### config.mk
export PLATFORM = sky130hd
export DESIGN_NAME = io_pad_stage
export DESIGN_NICKNAME = d
export VERILOG_FILES = /design/src/rtl/io_pad_stage.sv
export SDC_FILE = /design/constraint.sdc
export NUM_CORES = 1
export LEC_CHECK = 0
export ABC_AREA = 1
export ABC_CLOCK_PERIOD_IN_PS = 1500
export CAP_MARGIN = 20
export CORE_MARGIN = 3
export CORE_UTILIZATION = 47
export CTS_CLUSTER_DIAMETER = 100
export DETAILED_ROUTE_END_ITERATION = 10
export GPL_TIMING_DRIVEN = 0
export PLACE_DENSITY = 0.76
export SLEW_MARGIN = 20
export SYNTH_ARGS = -nofsm -noshare
export SYNTH_HDL_FRONTEND = slang
export SYNTH_SLANG_ARGS = --single-unit
### constraint.sdc
create_clock -name wb_clk_i -period 1.5 [get_ports wb_clk_i]
set_input_delay 0.3 -clock wb_clk_i [delete_from_list [all_inputs] [get_ports wb_clk_i]]
set_output_delay 0.3 -clock wb_clk_i [all_outputs]
set_load 0.01 [all_outputs]
### src/rtl/io_pad_stage.sv
// Pad-side retiming stage: sync + per-bit deglitch + edge pulses inbound, one register outbound.
// Optional feature macro: IO_PAD_EDGE_EN (core_rise/core_fall generation).
module io_pad_stage #(
    parameter int WIDTH       = 38,
    parameter int SYNC_STAGES = 2,
    parameter int FILT_BITS   = 4
) (
    input  logic                 wb_clk_i,
    input  logic                 wb_rst_ni,
    input  logic [WIDTH-1:0]     pad_in,
    output logic [WIDTH-1:0]     core_in,
    output logic [WIDTH-1:0]     core_rise,
    output logic [WIDTH-1:0]     core_fall,
    input  logic [WIDTH-1:0]     core_out,
    input  logic [WIDTH-1:0]     core_oeb,
    output logic [WIDTH-1:0]     pad_out,
    output logic [WIDTH-1:0]     pad_oeb,
    input  logic [WIDTH-1:0]     filt_en,
    input  logic [FILT_BITS-1:0] filt_len
);

    logic [WIDTH-1:0] r_sync [SYNC_STAGES];
    logic [WIDTH-1:0] w_sync;
    logic [WIDTH-1:0] w_core_in;
    logic [WIDTH-1:0] r_pad_out;
    logic [WIDTH-1:0] r_pad_oeb;
    logic             w_len_zero;

    always_ff @(posedge wb_clk_i or negedge wb_rst_ni) begin
        if (!wb_rst_ni) begin
            for (int s = 0; s < SYNC_STAGES; s++) begin
                r_sync[s] <= '0;
            end
        end else begin
            r_sync[0] <= pad_in;
            for (int s = 1; s < SYNC_STAGES; s++) begin
                r_sync[s] <= r_sync[s-1];
            end
        end
    end

    assign w_sync     = r_sync[SYNC_STAGES-1];
    assign w_len_zero = (filt_len == '0);

`ifdef IO_PAD_EDGE_EN
    logic [WIDTH-1:0] w_upd;
`endif

    genvar i;
    for (i = 0; i < WIDTH; i++) begin : g_bit
        logic [FILT_BITS-1:0] r_cnt;
        logic                 r_lvl;
        logic [FILT_BITS:0]   w_neff;
        logic [FILT_BITS:0]   w_cnt_inc;
        logic                 w_diff;
        logic                 w_take;

        // Bypass (filter off or zero length) is a one-cycle filter
        assign w_neff    = (!filt_en[i] || w_len_zero)
                         ? (FILT_BITS+1)'(1)
                         : {1'b0, filt_len};
        assign w_cnt_inc = {1'b0, r_cnt} + (FILT_BITS+1)'(1);
        assign w_diff    = w_sync[i] ^ r_lvl;
        assign w_take    = w_diff && (w_cnt_inc >= w_neff);

        always_ff @(posedge wb_clk_i or negedge wb_rst_ni) begin
            if (!wb_rst_ni) begin
                r_cnt <= '0;
                r_lvl <= 1'b0;
            end else if (!w_diff) begin
                r_cnt <= '0;
            end else if (w_take) begin
                r_lvl <= w_sync[i];
                r_cnt <= '0;
            end else begin
                r_cnt <= w_cnt_inc[FILT_BITS-1:0];
            end
        end

        assign w_core_in[i] = r_lvl;
`ifdef IO_PAD_EDGE_EN
        assign w_upd[i] = w_take;
`endif
    end

    assign core_in = w_core_in;

`ifdef IO_PAD_EDGE_EN
    logic [WIDTH-1:0] r_rise;
    logic [WIDTH-1:0] r_fall;

    // Pulses land on the same edge that updates core_in
    always_ff @(posedge wb_clk_i or negedge wb_rst_ni) begin
        if (!wb_rst_ni) begin
            r_rise <= '0;
            r_fall <= '0;
        end else begin
            r_rise <= w_upd & w_sync;
            r_fall <= w_upd & ~w_sync;
        end
    end

    assign core_rise = r_rise;
    assign core_fall = r_fall;
`else
    assign core_rise = '0;
    assign core_fall = '0;
`endif

    always_ff @(posedge wb_clk_i or negedge wb_rst_ni) begin
        if (!wb_rst_ni) begin
            r_pad_out <= '0;
            r_pad_oeb <= '1;
        end else begin
            r_pad_out <= core_out;
            r_pad_oeb <= core_oeb;
        end
    end

    assign pad_out = r_pad_out;
    assign pad_oeb = r_pad_oeb;

endmodule

Yosys cells after proc, flatten, opt, wreduce, memory -nomap -nowiden

Index checks and enable logic that the tools add are counted.

Bits in writable memories: 0
Logic and storage cells: 461
Input bits: 158
Bits in read-only memories: 0
Latch bits: 0
Memories kept: 0
Register bits after elaboration: 342

$lt $le $gt $ge: 38
Mux-type cells: 114
Divide/modulo/power cells: 0
Add/sub/neg operators: 38
Reductions and logical operators: 153
Equal/unequal tests: 0
Bitwise logic cells: 38
Shift-type cells: 0
$mul: 0

Operators with widths:

| operator            | count |
|---|---|
| $mux 4              | 114 |
| $add 4x1->5 const B | 38 |
| $ge 5x4->1          | 38 |
| $reduce_and 2->1    | 38 |
| $logic_and 1x1->1   | 38 |
| $logic_not 1->1     | 38 |
| $logic_or 1x1->1    | 38 |
| $xor 1x1->1         | 38 |
| $logic_not 4->1     | 1 |

Depth between registers and ports, before layout

Depth after elaboration: 7
Gate-level depth with buffers: 14
Gate-level depth less buffers: 12

Least setup slack after synthesis

Ideal clock, no wire load.

Path kind: input port to flip-flop
From: in filt_len[2]
To: reg g_bit[32].r_lvl
Cell stages on the path: 11
Data arrival time: 1.525 ns
Data required time: 1.384 ns
Buffers on the path: 2
Setup time: 0.116 ns
Slack: -0.141 ns
Path through: nor2_1 nand2_1 buf_4 buf_6 nand3_1 ha_1 a21oi_1 and2_1 nand2_1 nand2_1 nand2_1

Longest elaborated chain between the ends: 6

Ends and longest elaborated chain:

| what                         | RTL line | RTL |
|---|---|---|
| from (decl)                  | 19       | `input logic [FILT_BITS-1:0] filt_len` |
| $logic_not 4->1              | 43       | `assign w_len_zero = (filt_len == '0);` |
| $logic_or 1x1->1             | 59       | `assign w_neff = (!filt_en[i] \|\| w_len_zero)` |
| $mux 4 *                     | 60       | `? (FILT_BITS+1)'(1)` |
| $ge 5x4->1 *                 | 64       | `assign w_take = w_diff && (w_cnt_inc >= w_neff);` |
| $logic_and 1x1->1 *          | 64       |  |
| $reduce_and 2->1 (no line) * | n/a      |  |
| to (signal assigned)         | 73       | `r_lvl <= w_sync[i];` |
| to (decl)                    | 52       | `logic r_lvl;` |

Mark *: on every way between the ends. The rest lies on a longest branch, timed or not.
A chain may end at the register's enable or synchronous reset.

Final worst setup path

From: reg g_bit[27].r_cnt[0]
To: reg g_bit[27].r_cnt[2]

Longest elaborated chain between the ends: 5

Ends and longest elaborated chain:

| what                   | RTL line | RTL |
|---|---|---|
| from (decl)            | 51       | `logic [FILT_BITS-1:0] r_cnt;` |
| from (signal assigned) | 76       | `r_cnt <= w_cnt_inc[FILT_BITS-1:0];` |
| $add 4x1->5 *          | 62       | `assign w_cnt_inc = {1'b0, r_cnt} + (FILT_BITS+1)'(1);` |
| $ge 5x4->1             | 64       |  |
| $logic_and 1x1->1      | 64       |  |
| $mux 4 *               | 72       | `end else if (w_take) begin` |
| $mux 4 *               | 70       | `end else if (!w_diff) begin` |

Marked as above.

==> reports/summary.txt <==
syn_area_per_cell -> 9.29 µm²
pwr dens -> 1550 nW/µm²
pre-CTS WS -> -1.18 ns
Initial Util -> 47.8%
Placer Congestion -> 0.807
fmax -> 562 MHz
Tot Pwr -> 0.0413 W
CTS tree -> yes
number of antenna-violating nets in the routed design -> 0
failing checks -> setup timing
Yosys warnings -> 0
Die Ht -> 200 µm
first-pass GRT wire length -> 70400 µm
die extent in x -> 200 µm
CTS buffer count -> 38
Final setup viols -> 193
Post-Synthesis Cell Area -> 17600 µm²
share of layout cells above drive strength 1 -> 38.2%
WS Path Type -> register to register
slew margin rel. -> 53.3%
total gr overflow -> 0
Leak -> 13.3 nW
Total Neg Setup Slack -> -25.37 ns
final count of pins violating max slew -> 0
IO Pins -> 348
peak supply drop -> 1.16 mV
Via density -> 4.93
Worst-Skew Late Latency -> 0.57 ns
pin count of the biggest net entering global routing -> 100
commonest non-fill, non-tap cell in the layout -> nand2_1
CTS root buf -> clkbuf_16
nature of the critical path endpoint -> register
clock tree buffer depth -> 3
register area share after synthesis -> 48.9%
critical path arrival -> 2.25 ns
Post-DP HPWL -> 28500 µm
Synth-to-Final Area Change -> 51.7%
final worst-path setup slack -> -0.279 ns
H-Tree Depth -> 2
hold_ws -> 0.127 ns
Hold Crit Class -> input pin to register
Least-Margin Pin Slew -> 0.701 ns
die area -> 39800 µm²
core area -> 36800 µm²
fin nets -> 2807
clk slew on worst S/H paths -> 0.06 ns
overall routing resource usage -> 21.9%
fin crit share -> 119%
drt pass-1 iters -> 4
Num Clock Sinks -> 342
Total Routed Length -> 47000 µm
Std-Cell Rows -> 70
max_cap viols -> 0
Via Count -> 14600
status -> complete, but fails checks
cell count after synthesis -> 1894
Worst EP required -> 1.97 ns
clk_skew -> 0.0156 ns
vias in the first global route -> 15000
initial drt markers -> 567
Post-Layout Cell Count -> 2958
WL per Instance -> 15.9 µm
Max FO, Critical Path -> 3
Synth Register Bits -> 342
initial antenna violation count -> 3
Hold Vio Cnt, Final -> 0
DRC -> 0
post-synth cell types -> 19
most frequent cells in the layout -> nand2_1 (323), dfrtp_1 (282), buf_4 (279)
type of origin of the critical path -> register
placed insts -> 2711
min Tclk post-route -> 1.78 ns
RSZ-0062 raised after global routing -> true
PortBufs -> 271
==> state kept, by name, indices dropped and copies added (netlist names) <==
| register | flops |
|---|---|
| g_bit.r_cnt | 152 |
| g_bit.r_lvl | 38 |
| pad_oeb | 38 |
| pad_out | 38 |
| r_sync | 38 |
| w_sync | 38 |
==> synth_stat cells (all sizes together) <==
| cell type | instances | area, µm² |
|---|---|---|
| a21oi | 18 | 90.1 |
| dfrtp | 304 | 7610 |
| nand3 | 230 | 1150 |
| nor2 | 154 | 578 |
| dfstp | 38 | 998 |
| buf | 135 | 975 |
| clkbuf | 3 | 11.3 |
| nand2 | 404 | 1520 |
| o21a | 10 | 75.1 |
| conb | 1 | 3.75 |
| nand4 | 40 | 250 |
| inv | 246 | 923 |
| and2 | 7 | 43.8 |
| xnor2 | 8 | 70.1 |
| xor2 | 106 | 928 |
| ha | 190 | 2380 |
==> metrics by stage <==
| step | cell area, µm² | utilization (%) |
|---|---|---|
| finish | 26700 | 72.6 |
| global route | 26700 | 72.6 |
| CTS | 25400 | 69.0 |
| floorplan | 18300 | - |
| global placement | 21600 | 58.8 |
| detailed placement | 21700 | 59.1 |
==> per-layer routing <==
metal | share of wire, % | global-route usage, % | wire (µm)
met2 | 54 | 39.9 | 25200
met1 | 36 | 24.6 | 17000
met5 | 0.055 | 1.48 | 26
met4 | 2.8 | 7.83 | 1330
met3 | 7.1 | 5.72 | 3350
==> cell families (layout without fill, tap and decap cells) <==
logic type	count (synthesis)	in the layout	share of synthesized area [%]
other cells	1	77	0.0213
buf+inv	384	904	10.8
flops	342	342	48.9
compound gates	28	28	0.938
fa+ha+maj	190	190	13.5
simple gates	835	835	20.1
xor+xnor	114	114	5.67
==> report_power, final <==
group / internal, W / switching, W / total, W
Sequential: 0.0110 / 0.00178 / 0.0128
Combinational: 0.00905 / 0.00945 / 0.0185
Clock: 0.00600 / 0.00400 / 0.0100
Total: 0.0261 / 0.0152 / 0.0413
==> final cells by class <==
type                    count  area [µm²]
plain buffers             104         812
fillers                  2442       10100
clock inverters            19         274
clock buffers              51        1080
diodes                      1        2.50
repair buffers            484        4430
well taps                 468         586
flip-flops and latches    342        8630
inverters                 246         923
multi-input cells        1243        9950
==> final timing paths <==
path / endpoint / slack (ns) / cells after the start / from
max: g_bit[27].r_cnt[2] / -0.28 / 8 / g_bit[27].r_cnt[0]
max in group asynchronous: g_bit[0].r_cnt[0] / 0.24 / 3 / wb_rst_ni
max reg2reg: g_bit[27].r_cnt[2] / -0.28 / 8 / g_bit[27].r_cnt[0]
min in group asynchronous: g_bit[30].r_cnt[3] / 0.32 / 2 / wb_rst_ni
min reg2reg: w_sync[4] / 0.34 / 0 / r_sync[42]
min: pad_oeb[35] / 0.13 / 1 / core_oeb[35]
==> worst max-delay path, stage by stage, from the launching register on <==
cell and delay (ns):
dfrtp_2 0.45, ha_4 0.19, xor2_2 0.15, ha_1 0.31
nand2_1 0.07, nand2_1 0.07, nand2_2 0.11, nand4_1 0.17
nor2_1 0.17
==> what timing repair did <==
item,in CTS,in global routing
buffers inserted,153,56
gates cloned,0,0
gates resized for setup,703,244
hold buffers,1,0
pin swaps,232,233
hold endpoints to repair,73,0
setup endpoints to repair,304,247
(Power assumes the default switching activity.)
